[config.mk]
export PLATFORM = sky130hd
export DESIGN_NAME = ldm_stm_sequencer_flat
export DESIGN_NICKNAME = d
export VERILOG_FILES = /design/src/rtl/ldm_stm_sequencer_pkg.sv /design/src/rtl/ldm_stm_sequencer_if.sv /design/src/rtl/ldm_stm_sequencer_lowest_set_bit.sv /design/src/rtl/ldm_stm_sequencer.sv /design/src/flat_wrapper.sv
export SDC_FILE = /design/constraint.sdc
export NUM_CORES = 1
export LEC_CHECK = 0
export CAP_MARGIN = 20
export CORE_MARGIN = 2
export CORE_UTILIZATION = 52
export DETAILED_ROUTE_END_ITERATION = 10
export GPL_TIMING_DRIVEN = 1
export PLACE_DENSITY_LB_ADDON = 0.08
export SLEW_MARGIN = 20
export SYNTH_ARGS = -nofsm -noshare
export SYNTH_HDL_FRONTEND = slang
export SYNTH_SLANG_ARGS = --single-unit
[constraint.sdc]
create_clock -name CLK -period 5.4 [get_ports CLK]
set_input_delay 1.62 -clock CLK [delete_from_list [all_inputs] [get_ports CLK]]
set_output_delay 1.62 -clock CLK [all_outputs]
set_load 0.05 [all_outputs]
[src/rtl/ldm_stm_sequencer_pkg.sv]
// Shared types and constants for the LDM/STM block-transfer sequencer.
// Covers state encoding, the latched request fields and the list popcount.
package ldm_stm_sequencer_pkg;

   localparam int unsigned DATA_W     = 32;
   localparam int unsigned REG_N      = 16;
   localparam int unsigned IDX_W      = 4;
   localparam int unsigned CNT_W      = 5;
   localparam int unsigned WORD_BYTES = 4;

   localparam logic [IDX_W-1:0] PC_IDX = 4'd15;

   typedef enum logic [1:0] {
      ST_IDLE = 2'd0,
      ST_XFER = 2'd1,
      ST_WB   = 2'd2,
      ST_DONE = 2'd3
   } seq_state_t;

   // Request fields still needed after the Start cycle.
   typedef struct packed {
      logic              is_load;
      logic              u;
      logic [IDX_W-1:0]  base_idx;
      logic [DATA_W-1:0] base;
   } xfer_req_t;

   function automatic logic [CNT_W-1:0] popcount16(input logic [REG_N-1:0] v);
      logic [CNT_W-1:0] c;
      c = '0;
      for (int i = 0; i < int'(REG_N); i++) c = c + CNT_W'(v[i]);
      return c;
   endfunction

endpackage

[src/rtl/ldm_stm_sequencer_if.sv]
// Pipeline-facing port bundle of the sequencer: request, register file and memory sides.
interface ldm_stm_sequencer_if;
   import ldm_stm_sequencer_pkg::*;

   logic              Start;
   logic              IsLoad;
   logic              P;
   logic              U;
   logic              W;
   logic [REG_N-1:0]  RegList;
   logic [IDX_W-1:0]  BaseIdx;
   logic [DATA_W-1:0] Base;
   logic [DATA_W-1:0] MemRD;
   logic [DATA_W-1:0] RegRD;

   logic              Busy;
   logic [IDX_W-1:0]  RegIdx;
   logic              RegWE;
   logic [DATA_W-1:0] RegWD;
   logic              PCLoad;
   logic [DATA_W-1:0] PCData;
   logic [DATA_W-1:0] MemAddr;
   logic              MemWE;
   logic [DATA_W-1:0] MemWD;
   logic              Done;

   modport slave (
      input  Start, IsLoad, P, U, W, RegList, BaseIdx, Base, MemRD, RegRD,
      output Busy, RegIdx, RegWE, RegWD, PCLoad, PCData, MemAddr, MemWE, MemWD, Done
   );

   modport master (
      output Start, IsLoad, P, U, W, RegList, BaseIdx, Base, MemRD, RegRD,
      input  Busy, RegIdx, RegWE, RegWD, PCLoad, PCData, MemAddr, MemWE, MemWD, Done
   );

endinterface

[src/rtl/ldm_stm_sequencer_lowest_set_bit.sv]
// Combinational 16-bit priority encoder: index of the lowest set bit plus valid.
module ldm_stm_sequencer_lowest_set_bit
   import ldm_stm_sequencer_pkg::*;
(
   input  logic [REG_N-1:0] vec,
   output logic [IDX_W-1:0] idx,
   output logic             valid
);

   // Scan downward so the lowest set bit is the last one written.
   always_comb begin
      idx = '0;
      for (int i = int'(REG_N) - 1; i >= 0; i--) begin
         if (vec[i]) idx = IDX_W'(i);
      end
   end

   assign valid = |vec;

endmodule

[src/rtl/ldm_stm_sequencer.sv]
// Multi-register load/store sequencer: walks RegList one register per cycle,
// then optionally writes back the updated base register.
module ldm_stm_sequencer
   import ldm_stm_sequencer_pkg::*;
(
   input  logic                 CLK,
   input  logic                 Reset,
   ldm_stm_sequencer_if.slave   bus
);

   localparam logic [DATA_W-1:0] WORD = DATA_W'(WORD_BYTES);

   seq_state_t        state;
   xfer_req_t         req_q;
   logic [CNT_W-1:0]  n_q;
   logic              wb_en_q;
   logic [REG_N-1:0]  remaining_q;

   logic              busy_q;
   logic [IDX_W-1:0]  reg_idx_q;
   logic              reg_we_q;
   logic              pc_load_q;
   logic              mem_we_q;
   logic [DATA_W-1:0] mem_addr_q;
   logic              done_q;

   logic [REG_N-1:0]  lsb_vec;
   logic [IDX_W-1:0]  lsb_idx;
   logic              lsb_valid;
   logic [REG_N-1:0]  lsb_onehot;
   logic [CNT_W-1:0]  n_c;
   logic [DATA_W-1:0] nbytes_c;
   logic [DATA_W-1:0] start_addr_c;
   logic [DATA_W-1:0] nbytes_q;
   logic [DATA_W-1:0] wb_value;
   logic              wb_en_c;

   // One encoder serves both the fresh list at Start and the working copy.
   assign lsb_vec = (state == ST_IDLE) ? bus.RegList : remaining_q;

   ldm_stm_sequencer_lowest_set_bit lowest_set_bit (
      .vec   (lsb_vec),
      .idx   (lsb_idx),
      .valid (lsb_valid)
   );

   assign lsb_onehot = REG_N'(1) << lsb_idx;
   assign n_c        = popcount16(bus.RegList);
   assign nbytes_c   = DATA_W'(n_c) * WORD;
   assign wb_en_c    = bus.W && !(bus.IsLoad && bus.RegList[bus.BaseIdx]);

   always_comb begin
      start_addr_c = bus.Base;
      case ({bus.P, bus.U})
         2'b01:   start_addr_c = bus.Base;
         2'b11:   start_addr_c = bus.Base + WORD;
         2'b00:   start_addr_c = bus.Base - nbytes_c + WORD;
         default: start_addr_c = bus.Base - nbytes_c;
      endcase
   end

   always_ff @(posedge CLK or posedge Reset) begin
      if (Reset) begin
         state       <= ST_IDLE;
         req_q       <= '0;
         n_q         <= '0;
         wb_en_q     <= 1'b0;
         remaining_q <= '0;
         busy_q      <= 1'b0;
         reg_idx_q   <= '0;
         reg_we_q    <= 1'b0;
         pc_load_q   <= 1'b0;
         mem_we_q    <= 1'b0;
         mem_addr_q  <= '0;
         done_q      <= 1'b0;
      end else begin
         busy_q     <= 1'b0;
         reg_idx_q  <= '0;
         reg_we_q   <= 1'b0;
         pc_load_q  <= 1'b0;
         mem_we_q   <= 1'b0;
         mem_addr_q <= '0;
         done_q     <= 1'b0;
         case (state)
            ST_IDLE: begin
               if (bus.Start) begin
                  req_q   <= '{is_load: bus.IsLoad, u: bus.U,
                               base_idx: bus.BaseIdx, base: bus.Base};
                  n_q     <= n_c;
                  wb_en_q <= wb_en_c;
                  if (lsb_valid) begin
                     state       <= ST_XFER;
                     busy_q      <= 1'b1;
                     reg_idx_q   <= lsb_idx;
                     mem_addr_q  <= start_addr_c;
                     mem_we_q    <= !bus.IsLoad;
                     reg_we_q    <= bus.IsLoad && (lsb_idx != PC_IDX);
                     pc_load_q   <= bus.IsLoad && (lsb_idx == PC_IDX);
                     remaining_q <= lsb_vec & ~lsb_onehot;
                  end else begin
                     state  <= ST_DONE;
                     done_q <= 1'b1;
                  end
               end
            end
            ST_XFER: begin
               if (lsb_valid) begin
                  busy_q      <= 1'b1;
                  reg_idx_q   <= lsb_idx;
                  mem_addr_q  <= mem_addr_q + WORD;
                  mem_we_q    <= !req_q.is_load;
                  reg_we_q    <= req_q.is_load && (lsb_idx != PC_IDX);
                  pc_load_q   <= req_q.is_load && (lsb_idx == PC_IDX);
                  remaining_q <= lsb_vec & ~lsb_onehot;
               end else if (wb_en_q) begin
                  state     <= ST_WB;
                  busy_q    <= 1'b1;
                  reg_idx_q <= req_q.base_idx;
                  reg_we_q  <= 1'b1;
               end else begin
                  state  <= ST_DONE;
                  done_q <= 1'b1;
               end
            end
            ST_WB: begin
               state  <= ST_DONE;
               done_q <= 1'b1;
            end
            default: state <= ST_IDLE;
         endcase
      end
   end

   assign nbytes_q = DATA_W'(n_q) * WORD;
   assign wb_value = req_q.u ? (req_q.base + nbytes_q) : (req_q.base - nbytes_q);

   // Data paths pass through in the same cycle as the registered address/index.
   assign bus.RegWD  = !reg_we_q ? '0 : (state == ST_WB) ? wb_value : bus.MemRD;
   assign bus.PCData = pc_load_q ? bus.MemRD : '0;
   assign bus.MemWD  = !mem_we_q ? '0 :
                       (reg_idx_q == req_q.base_idx) ? req_q.base : bus.RegRD;

   assign bus.Busy    = busy_q;
   assign bus.RegIdx  = reg_idx_q;
   assign bus.RegWE   = reg_we_q;
   assign bus.PCLoad  = pc_load_q;
   assign bus.MemWE   = mem_we_q;
   assign bus.MemAddr = mem_addr_q;
   assign bus.Done    = done_q;

endmodule

[src/flat_wrapper.sv]
// flat-port wrapper written by rule: the top's interface ports become plain ports
module ldm_stm_sequencer_flat import ldm_stm_sequencer_pkg::*;
  (CLK, Reset, bus_Start, bus_IsLoad, bus_P, bus_U, bus_W, bus_RegList, bus_BaseIdx, bus_Base, bus_MemRD, bus_RegRD, bus_Busy, bus_RegIdx, bus_RegWE, bus_RegWD, bus_PCLoad, bus_PCData, bus_MemAddr, bus_MemWE, bus_MemWD, bus_Done);
  ldm_stm_sequencer_if bus_i ();
  input  logic CLK;
  input  logic Reset;
  input wire logic [$bits(bus_i.Start)-1:0] bus_Start;
  input wire logic [$bits(bus_i.IsLoad)-1:0] bus_IsLoad;
  input wire logic [$bits(bus_i.P)-1:0] bus_P;
  input wire logic [$bits(bus_i.U)-1:0] bus_U;
  input wire logic [$bits(bus_i.W)-1:0] bus_W;
  input wire logic [$bits(bus_i.RegList)-1:0] bus_RegList;
  input wire logic [$bits(bus_i.BaseIdx)-1:0] bus_BaseIdx;
  input wire logic [$bits(bus_i.Base)-1:0] bus_Base;
  input wire logic [$bits(bus_i.MemRD)-1:0] bus_MemRD;
  input wire logic [$bits(bus_i.RegRD)-1:0] bus_RegRD;
  output wire logic [$bits(bus_i.Busy)-1:0] bus_Busy;
  output wire logic [$bits(bus_i.RegIdx)-1:0] bus_RegIdx;
  output wire logic [$bits(bus_i.RegWE)-1:0] bus_RegWE;
  output wire logic [$bits(bus_i.RegWD)-1:0] bus_RegWD;
  output wire logic [$bits(bus_i.PCLoad)-1:0] bus_PCLoad;
  output wire logic [$bits(bus_i.PCData)-1:0] bus_PCData;
  output wire logic [$bits(bus_i.MemAddr)-1:0] bus_MemAddr;
  output wire logic [$bits(bus_i.MemWE)-1:0] bus_MemWE;
  output wire logic [$bits(bus_i.MemWD)-1:0] bus_MemWD;
  output wire logic [$bits(bus_i.Done)-1:0] bus_Done;
  assign bus_i.Start = bus_Start;
  assign bus_i.IsLoad = bus_IsLoad;
  assign bus_i.P = bus_P;
  assign bus_i.U = bus_U;
  assign bus_i.W = bus_W;
  assign bus_i.RegList = bus_RegList;
  assign bus_i.BaseIdx = bus_BaseIdx;
  assign bus_i.Base = bus_Base;
  assign bus_i.MemRD = bus_MemRD;
  assign bus_i.RegRD = bus_RegRD;
  assign bus_Busy = bus_i.Busy;
  assign bus_RegIdx = bus_i.RegIdx;
  assign bus_RegWE = bus_i.RegWE;
  assign bus_RegWD = bus_i.RegWD;
  assign bus_PCLoad = bus_i.PCLoad;
  assign bus_PCData = bus_i.PCData;
  assign bus_MemAddr = bus_i.MemAddr;
  assign bus_MemWE = bus_i.MemWE;
  assign bus_MemWD = bus_i.MemWD;
  assign bus_Done = bus_i.Done;
  ldm_stm_sequencer u_core (.CLK(CLK), .Reset(Reset), .bus(bus_i));
endmodule
# After elaboration in Yosys (flattened, before gate mapping)
# Index checks and enable logic that the tools add are counted.
# totals
regBits	103
input_bits	123
out_inout_bits	137
elab_cells	130
# op_classes
add_sub_neg	21
n_lt_le_gt_ge	1
eq_ne	9
n_shift	1
muxes	65
bitwise	2
n_reduce_logical	16
# op_table
op	count
$mux 32	9
$add 32x3->32 const B	3
$pmux 32 s3	1
$mux 4	20
$add 5x1->5	14
$pmux 32 s2	1
$sub 32x7->32	2
$mux 16	3
$add 32x7->32	1
$pmux 16 s2	1
$mux 1	19
$and 16x16->16	1
$not 16->16	1
$reduce_or 16->1	1
$shl 1x4->16 const A	1
$pmux 1 s2	4
$pmux 4 s2	1
$logic_and 1x1->1	6
$mux 2	3
$pmux 2 s3	1
$reduce_and 2->1	3
$lt 4x5->1 const B	1
$bmux 1 s4	1
$eq 2x1->1 const B	2
other kinds (10)	15

# Logic depth before layout (Yosys ltp)
# Gate-level depths: netlist of the first run.
# logic_depth
depth_word	24
ltp_mapped	26
depth_no_buf	24

# By module
# Synthesis of the first run repeated with hierarchy kept, for this count alone.
# unflattened
hier_cells	1307
hier_area_um2	10787.8
# by_module_without_submodules
mod	instances	cells_per_inst	area_each_um2
ldm_stm_sequencer	1	1273	10611.4
ldm_stm_sequencer_lowest_set_bit	1	34	176.4

# Least setup slack after synthesis of the first run
# No wires, ideal clock.
# synth_path
kind	input to register
from	input bus_RegList[0]
to	register u_core.mem_addr_q[30], in the netlist u_core.bus.MemAddr[30]
arrival_time_ns	7.960
slack_ns	-2.698
stages	23
path_cell_list	ha_1 inv_1 fa_1 fa_1 fa_1 fa_1 fa_1 fa_1 and2b_1 o21ai_0 ha_1 clkbuf_1 nand2_1 nor4_4 nor4_4 and3_1 buf_2 a211o_1 a21o_1 or4_4 or4_1 a31oi_1 o22ai_1
# synth_between
elab_chain_len	21
# synth_rtl
item	line_no	text
from (decl)	flat_wrapper.sv:12	input wire logic [$bits(bus_i.RegList)-1:0] bus_RegList;
$add 1x1->2	ldm_stm_sequencer_pkg.sv:31	for (int i = 0; i < int'(REG_N); i++) c = c + CNT_W'(v[i]);
$add 5x1->5 (14 in series)	ldm_stm_sequencer_pkg.sv:31	
$sub 32x7->32	ldm_stm_sequencer.sv:57, ldm_stm_sequencer.sv:58	
$add 32x3->32	ldm_stm_sequencer.sv:57	2'b00: start_addr_c = bus.Base - nbytes_c + WORD;
$pmux 32 s3	ldm_stm_sequencer.sv:54	case ({bus.P, bus.U})
$mux 32	ldm_stm_sequencer.sv:91	if (lsb_valid) begin
$mux 32	ldm_stm_sequencer.sv:86	if (bus.Start) begin
$pmux 32 s2 (*)	ldm_stm_sequencer.sv:84	case (state)
to (signal assigned)	ldm_stm_sequencer.sv:95	mem_addr_q <= start_addr_c;
to (signal assigned)	ldm_stm_sequencer.sv:110	mem_addr_q <= mem_addr_q + WORD;
to (decl)	ldm_stm_sequencer.sv:24	logic [DATA_W-1:0] mem_addr_q;
# Mark *: on every way between the ends. The rest lies on a longest branch, timed or not.
# A chain may end at the register's enable or synchronous reset.

# Final worst setup path of the first run
# layout_path
from	input bus_RegList[1]
to	register u_core.mem_addr_q[30], in the netlist u_core.bus.MemAddr[30]
# The elaborated chain is that of the path after synthesis.

==> key figures, run 1 <==
Outcome
  – Outcome: complete, but fails checks
  – Failing checks: setup timing

GRT
  – Antenna violations before repair: 1
  – Global routing usage on met3: under 10%
  – GR Util met1: 51.10%
  – Tot GR Track Use: a little under 40%
  – GRT Max-Usage Layer: met2
  – Largest net degree at the start of global routing: 80
  – Number of global-route vias before repair: around 13000
  – Grt ovf: 0
  – GRT met2 Usage: 63.25%
  – First-pass GRT wire length: 67510 um

Layout
  – Reg area: 2579 sq um
  – Multi-input gate area: 8808 sq um
  – Final Instance Area: 17050 sq um
  – Layout cells sized above 1: approximately a quarter
  – Syn-to-layout area delta: 55.77%
  – Fillers: 1373
  – Nets: between 2000 and 2500
  – Core Util, Final: 81.87%

Yosys
  – Largest cells by area after synthesis: dfrtp_1 (24%), nand2_1 (6.8%), ha_1 (5.6%)
  – Ys flop type: dfrtp_1
  – Most numerous cell in the Yosys netlist: nand2_1
  – Post-Syn Area: 10940 sq um
  – #FFs+latches synth: 103
  – Synth Area per Inst: 7.724 sq um
  – Post-synth EDFFs: 0
  – Area share of the largest cell type after synthesis: 23.55%
  – Yosys cell types: 83
  – Top cells by count, synth: nand2_1 (198), dfrtp_1 (103), nor2_1 (91)
  – Post-synth ARST share: 100.0%
  – Warnings, synthesis: 0
  – Mapped Nets: 1601
  – Syn Inst Count: approximately 1400
  – Leading area contributor after synthesis: dfrtp_1
  – Sequential area share after synthesis: between 20% and 30%

STA
  – Final slew viol count: 0
  – Worst hold slack: approximately 0.52 ns
  – Slew @ Worst Pin: around 0.96 ns
  – Hold Fails Final Rpt: 0
  – Final worst clock skew: 0.02372 ns
  – Finish-stage setup viols: 37
  – Fin crit period: 7.588 ns
  – Post-route setup slack: -2.188 ns
  – Highest Clock Rate: 131.8 MHz
  – Rel. slew slack: 36.28%
  – Final period util: 140.5%
  – RSZ-0062 raised after global routing: yes

Setup path
  – WS Path Type: input pin to register
  – WP data required: 5.65 ns
  – CP Max Fanout: 3
  – Arr. time, crit path: 7.84 ns
  – Crit. End Element: register
  – Critical path launch point type: input pin

Detailed routing
  – Routed wire per std cell: about 21 um
  – Initial DRT Pass Iterations: 5
  – Drt initial violations: 1240
  – Post-Route WL: 45260 um
  – Vias: 13134
  – Routed Antenna Nets: 0
  – DRC Markers: 0
  – Post-DR vias/cell: approximately 6.1

Floorplan
  – Die height: 149.1 um
  – Die Area: 22220 sq um
  – Die Wd: 149.1 um
  – I/O Pins: 260
  – Row count: 53
  – Core Area: 20820 sq um
  – Initial Utilization: 52.56%

Flow run
  – Max-Cap Viols: 0

Placement
  – Detail Placement HPWL: 33220 um
  – IO buf count: about 260
  – Placer congestion estimate: 0.9696
  – Placed inst area: 15580 sq um

Power and ir drop
  – P per Cell Area: just over 600 nW/um^2
  – Peak supply drop: 0.0003955 V
  – LEAKAGE: 7.314 nW

CTS
  – Clock tree buffer depth: 2
  – Hold_buf cts: 0
  – Clock root buffer: clkbuf_16
  – Sinks on Clock Net: 103
  – TritonCTS Buffers: 9
  – CTS tree: yes
  – Reg clk slew, reported paths: 0.08 ns
  – H-tree depth: 3
  – Clock latency on the worst-skew pair: between 0.3 and 0.4 ns

Min path
  – Class of the tightest hold or removal check: register to register
==> what timing repair did <==
action / in CTS / in global routing
gates resized for setup: 112 / 74
pin swaps: 65 / 55
endpoints found under the setup margin: 43 / 47
endpoints found under the hold margin: 0 / 0
setup buffers: 53 / 18
==> layout by cell type (no fill, tap or decap), drive strengths merged, types with 41 or more instances in the layout <==
| cell type | instances |
|---|---|
| clkdlybuf4s50 | 227 |
| nand2 | 198 |
| nor3 | 47 |
| mux2i | 61 |
| dfrtp | 103 |
| inv | 63 |
| ha | 49 |
| nand3 | 42 |
| and2 | 41 |
| buf | 277 |
| xor2 | 59 |
| nor2b | 67 |
| xnor2 | 51 |
| nor2 | 92 |
| o21ai | 82 |
| a21oi | 87 |
==> report_power, final <==
part,switching (mW),internal (mW),total [mW],leakage (nW)
clock,0.375,0.343,0.718,0.157
combinational,4.63,3.54,8.17,5.83
sequential,0.365,1.07,1.44,1.33
total,5.37,4.95,10.3,7.31
==> critical path: stages <==
cell     delay, ns
buf_6         0.10
ha_4          0.25
inv_2         0.03
fa_1          0.52
fa_1          0.43
fa_1          0.51
fa_1          0.44
fa_2          0.38
fa_2          0.37
and2b_1       0.22
o21ai_2       0.08
ha_4          0.17
or4_4         0.45
nor2_4        0.11
nand3_2       0.08
or4_4         0.49
a211o_1       0.30
a21o_1        0.17
or4_4         0.42
or4_1         0.47
a31oi_1       0.14
o22ai_1       0.08
==> flip-flops by register name, indices dropped and copies added, names as in the netlist <==
signal / count
u_core.bus.Busy: 1
u_core.bus.MemWE: 1
u_core.bus.RegIdx: 4
u_core.bus.MemAddr: 32
u_core.req_q: 38
u_core.bus.RegWE: 1
u_core.wb_en_q: 1
u_core.n_q: 5
u_core.bus.PCLoad: 1
u_core.bus.Done: 1
u_core.remaining_q: 16
u_core.state: 2
==> stage by stage <==
step	setup slack, ns	total power, mW	cells	setup TNS (ns)
2_1_floorplan	-2.430	5.964	1417	-53.14
3_3_place_gp	-2.978	8.220	2082	-76.11
3_5_place_dp	-3.073	8.370	2082	-79.00
4_1_cts	-2.139	9.595	2130	-50.44
5_1_grt	-2.360	10.90	2142	-59.68
6_report	-2.188	10.32	2143	-53.68
==> worst paths after layout <==
| path | startpoint | to | slack [ns] | cells after the start |
|---|---|---|---|---|
| setup / recovery | bus_RegList[1] | u_core.bus.MemAddr[30]$_DFF_PP0_ | -2.19 | 22 |
| hold / removal | u_core.req_q[28]$_DFFE_PP0P_ | u_core.req_q[28]$_DFFE_PP0P_ | 0.52 | 2 |
| setup reg to reg | u_core.state[0]$_DFFE_PP0P_ | u_core.bus.MemAddr[17]$_DFF_PP0_ | 1.60 | 12 |
| hold reg to reg | u_core.req_q[28]$_DFFE_PP0P_ | u_core.req_q[28]$_DFFE_PP0P_ | 0.52 | 2 |
| max in group asynchronous | Reset | u_core.bus.MemAddr[31]$_DFF_PP0_ | 2.83 | 3 |
| min in group asynchronous | Reset | u_core.remaining_q[10]$_DFFE_PP0P_ | 1.73 | 2 |
==> area by class of cell <==
type	count	area share, %
diodes	1	0.01468
clock buffers	9	1.321
clock inverters	7	0.5945
inverters	59	1.343
multi-input cells	1178	51.67
flip-flops and latches	103	15.13
well taps	275	2.018
repair buffers	511	27.91
==> cells by family after synthesis <==
group                      count (synthesis)  synth area share, %
adders and majority gates                 61                7.797
DFF                                      103                23.55
buffers and inverters                    136                4.916
AOI/OAI and AO/OA                        341                20.06
and+or+nand+nor                          595                27.64
muxes                                     70                7.020
xor gates and xnor gates                 111                9.009
==> per-layer routing <==
metal,up-vias,share of wire [%],wire [um]
li1,5935,-,-
met1,6225,39,17520
met2,820,46,20930
met3,154,11,4830
met4,0,4.4,1980
met5,-,0,0
Note: power is estimated with default switching activity, not from simulation.
==> inputs of run 2 (changes only) <==
--- a/config.mk
+++ b/config.mk
@@ -10,7 +10,7 @@
 export CORE_UTILIZATION = 52
 export DETAILED_ROUTE_END_ITERATION = 10
 export GPL_TIMING_DRIVEN = 1
-export PLACE_DENSITY_LB_ADDON = 0.08
+export PLACE_DENSITY_LB_ADDON = 0.15
 export SLEW_MARGIN = 20
 export SYNTH_ARGS = -nofsm -noshare
 export SYNTH_HDL_FRONTEND = slang
==> key figures, run 2 (synthesis gave the netlist of run 1 again) <==
Floorplan
  – Die Area: 22220 sq um
  – I/O Pins: 260
  – Core Area: 20820 sq um
  – Die height: 149.1 um
  – Die Wd: roughly 150 um
  – Row count: 53
  – Initial Utilization: 52.56%

CTS
  – Reg clk slew, reported paths: 0.08 ns
  – Clock latency on the worst-skew pair: 0.38 ns
  – CTS tree: yes
  – Sinks on Clock Net: approximately 100
  – H-tree depth: 3
  – Hold_buf cts: 0
  – Clock tree buffer depth: 2
  – Clock root buffer: clkbuf_16
  – TritonCTS Buffers: 9

STA
  – Final period util: 141.2%
  – Slew @ Worst Pin: 0.9999 ns
  – Final slew viol count: 0
  – Post-route setup slack: -2.226 ns
  – Hold Fails Final Rpt: 0
  – Fin crit period: between 7 and 8 ns
  – Highest Clock Rate: between 100 and 150 MHz
  – RSZ-0062 raised after global routing: yes
  – Final worst clock skew: 0.01523 ns
  – Setup TNS: -56.12 ns
  – Rel. slew slack: 33.04%
  – Finish-stage setup viols: 37

Setup path
  – Worst path max stage delay: 0.52 ns
  – Register-to-Register Path Depth: 14
  – RR Endpoint: u_core.bus.MemAddr[13]$_DFF_PP0_
  – WS Path Type: input pin to register
  – Crit. End Element: register
  – Crit path depth: 24
  – Reg-to-reg slack, setup: 1.28 ns
  – RR Startpoint: u_core.state[1]$_DFFE_PP0P_
  – CP delay by family, top: adder cells
  – Worst path slowest cell: fa_1
  – CP most frequent cell: fa_1
  – Arr. time, crit path: 7.91 ns
  – Critical path launch point type: input pin
  – Worst Path Buf+Inv: 4
  – Cells along the critical path: buf_6 > ha_4 > inv_2 > fa_1 > fa_1 > fa_1 > fa_1 > fa_2 > fa_2 > and2b_1 > o21ai_2 > ha_4 > or4_4 > nor2_4 > nand3_2 > or4_4 > a211o_1 > a21o_1 > or4_4 > buf_4 > buf_6 > o31ai_2 > a31oi_2 > o22ai_1
  – WP data required: 5.68 ns
  – CP Max Fanout: 3

Outcome
  – Failing checks: setup timing
  – Outcome: complete, but fails checks

Power and ir drop
  – Combinational power share: 78.8%
  – Cell-internal power: between 4 and 5 mW
  – Register share of total power: 14.3%
  – Clk pwr share: 6.9%
  – LEAKAGE: ~7.3 nW
  – Peak supply drop: 0.0003309 V
  – P per Cell Area: roughly 600 nW/um^2
  – Net Sw Frac: 52.02%
  – Switching pwr: 5.305 mW

Layout
  – Fin cells: 2131
  – Nets: 2035
  – Most frequent cells in the layout: clkdlybuf4s50_1 (228), buf_4 (216), nand2_1 (188)
  – Commonest non-fill, non-tap cell in the layout: clkdlybuf4s50_1
  – Final Instance Area: 16980 sq um
  – Max reg flops: 38
  – Syn-to-layout area delta: 55.12%
  – Biggest register: u_core.req_q
  – N_diodes: 0
  – Layout cells sized above 1: 25.70%

Detailed routing
  – Routed wire per std cell: 21.16 um
  – Initial DRT Pass Iterations: 5
  – Drt initial violations: 1124
  – Vias: 13177
  – DRC Markers: 0
  – Post-DR vias/cell: between 6 and 7
  – Routed Antenna Nets: 0
  – Post-Route WL: 45090 um

Placement
  – Detail Placement HPWL: 33990 um
  – Placed inst area: 15520 sq um
  – Placer congestion estimate: 1.024
  – IO buf count: 259
  – Placed insts: 2071
  – DP Worst Slack: -3.095 ns

Min path
  – Min-delay src: u_core.req_q[28]$_DFFE_PP0P_
  – Class of the tightest hold or removal check: register to register
  – Worst Hold Endpoint: u_core.req_q[28]$_DFFE_PP0P_
  – Hold path depth: 2

GRT
  – Grt ovf: 0
  – First-pass GRT wire length: 67310 um
  – Antenna violations before repair: 1
  – Largest net degree at the start of global routing: slightly below 80
  – Number of global-route vias before repair: between 10000 and 15000
  – Tot GR Track Use: 38.63%

Flow run
  – Max-Cap Viols: 0
## run 2: cell types whose count changed in the layout (fill, tap and decap cells not counted), moves of 5 or more
cell     previous run  this run
buf_4             238       216
buf_6              18        28
nor2b_1            64        58
nor2b_2             2         8
a21oi_2            17        12
xor2_2              6         1
## run 2: power by group through the flow
stage / logic, mW / clock network (mW) / registers, mW
floorplan: 4.36 / 0 / 1.60
global placement: 6.80 / 0 / 1.42
detailed placement: 6.94 / 0 / 1.44
CTS: 7.31 / 0.710 / 1.43
global route: 8.51 / 0.738 / 1.49
finish: 8.04 / 0.701 / 1.46
## run 2: layout make-up
| class | count | area [sq um] |
|---|---|---|
| clock buffer | 9 | 225.2 |
| clock inverter | 7 | 101.3 |
| fill | 1338 | 3846 |
| inverter | 59 | 229.0 |
| multi-input combinational | 1178 | 8768 |
| sequential | 103 | 2580 |
| tap | 275 | 344.1 |
| timing repair buffer | 500 | 4728 |
## run 2: worst max path at each step
stage	startpoint	to	slack (ns)
after floorplan	bus_RegList[1]	u_core.bus.MemAddr[30]$_DFF_PP0_	-2.43
after global placement	bus_RegList[0]	u_core.bus.MemAddr[30]$_DFF_PP0_	-3.00
after detailed placement	bus_RegList[0]	u_core.bus.MemAddr[30]$_DFF_PP0_	-3.10
after CTS	bus_RegList[1]	u_core.bus.MemAddr[30]$_DFF_PP0_	-2.18
after global routing	bus_RegList[1]	u_core.bus.MemAddr[30]$_DFF_PP0_	-2.38
final	bus_RegList[1]	u_core.bus.MemAddr[30]$_DFF_PP0_	-2.23
## run 2: timing repair
item | 4_1_cts | 5_1_grt
endpoints found under the hold margin | 0 | 0
pin swaps | 63 | 77
buffers inserted | 19 | 30
gates resized for setup | 119 | 82
endpoints found under the setup margin | 41 | 43
## run 2: tightest hold or removal path: cells and delay by family, from the launching register on
kind          cells  cell delay [ns]
flops             1             0.38
simple gates      2             0.12
## run 2: per-layer routing
layer | share of wire (%) | wire length [um] | vias up | track usage, %
li1 | - | - | 5935 | -
met1 | 38 | 17310 | 6187 | 49.38
met2 | 46 | 20730 | 862 | 62.53
met3 | 10 | 4593 | 191 | 7.737
met4 | 5.4 | 2448 | 2 | 19.00
met5 | 0.029 | 13 | - | 0
## run 2: metrics by stage
step / utilization (%) / total power [mW] / hold slack [ns]
2_1_floorplan: - / 5.964 / 0.4659
3_3_place_gp: 74.54 / 8.224 / 0.4874
3_5_place_dp: 74.54 / 8.382 / 0.5029
4_1_cts: 78.87 / 9.455 / 0.5257
6_report: 81.53 / 10.20 / 0.5209
5_1_grt: 81.53 / 10.75 / 0.5429
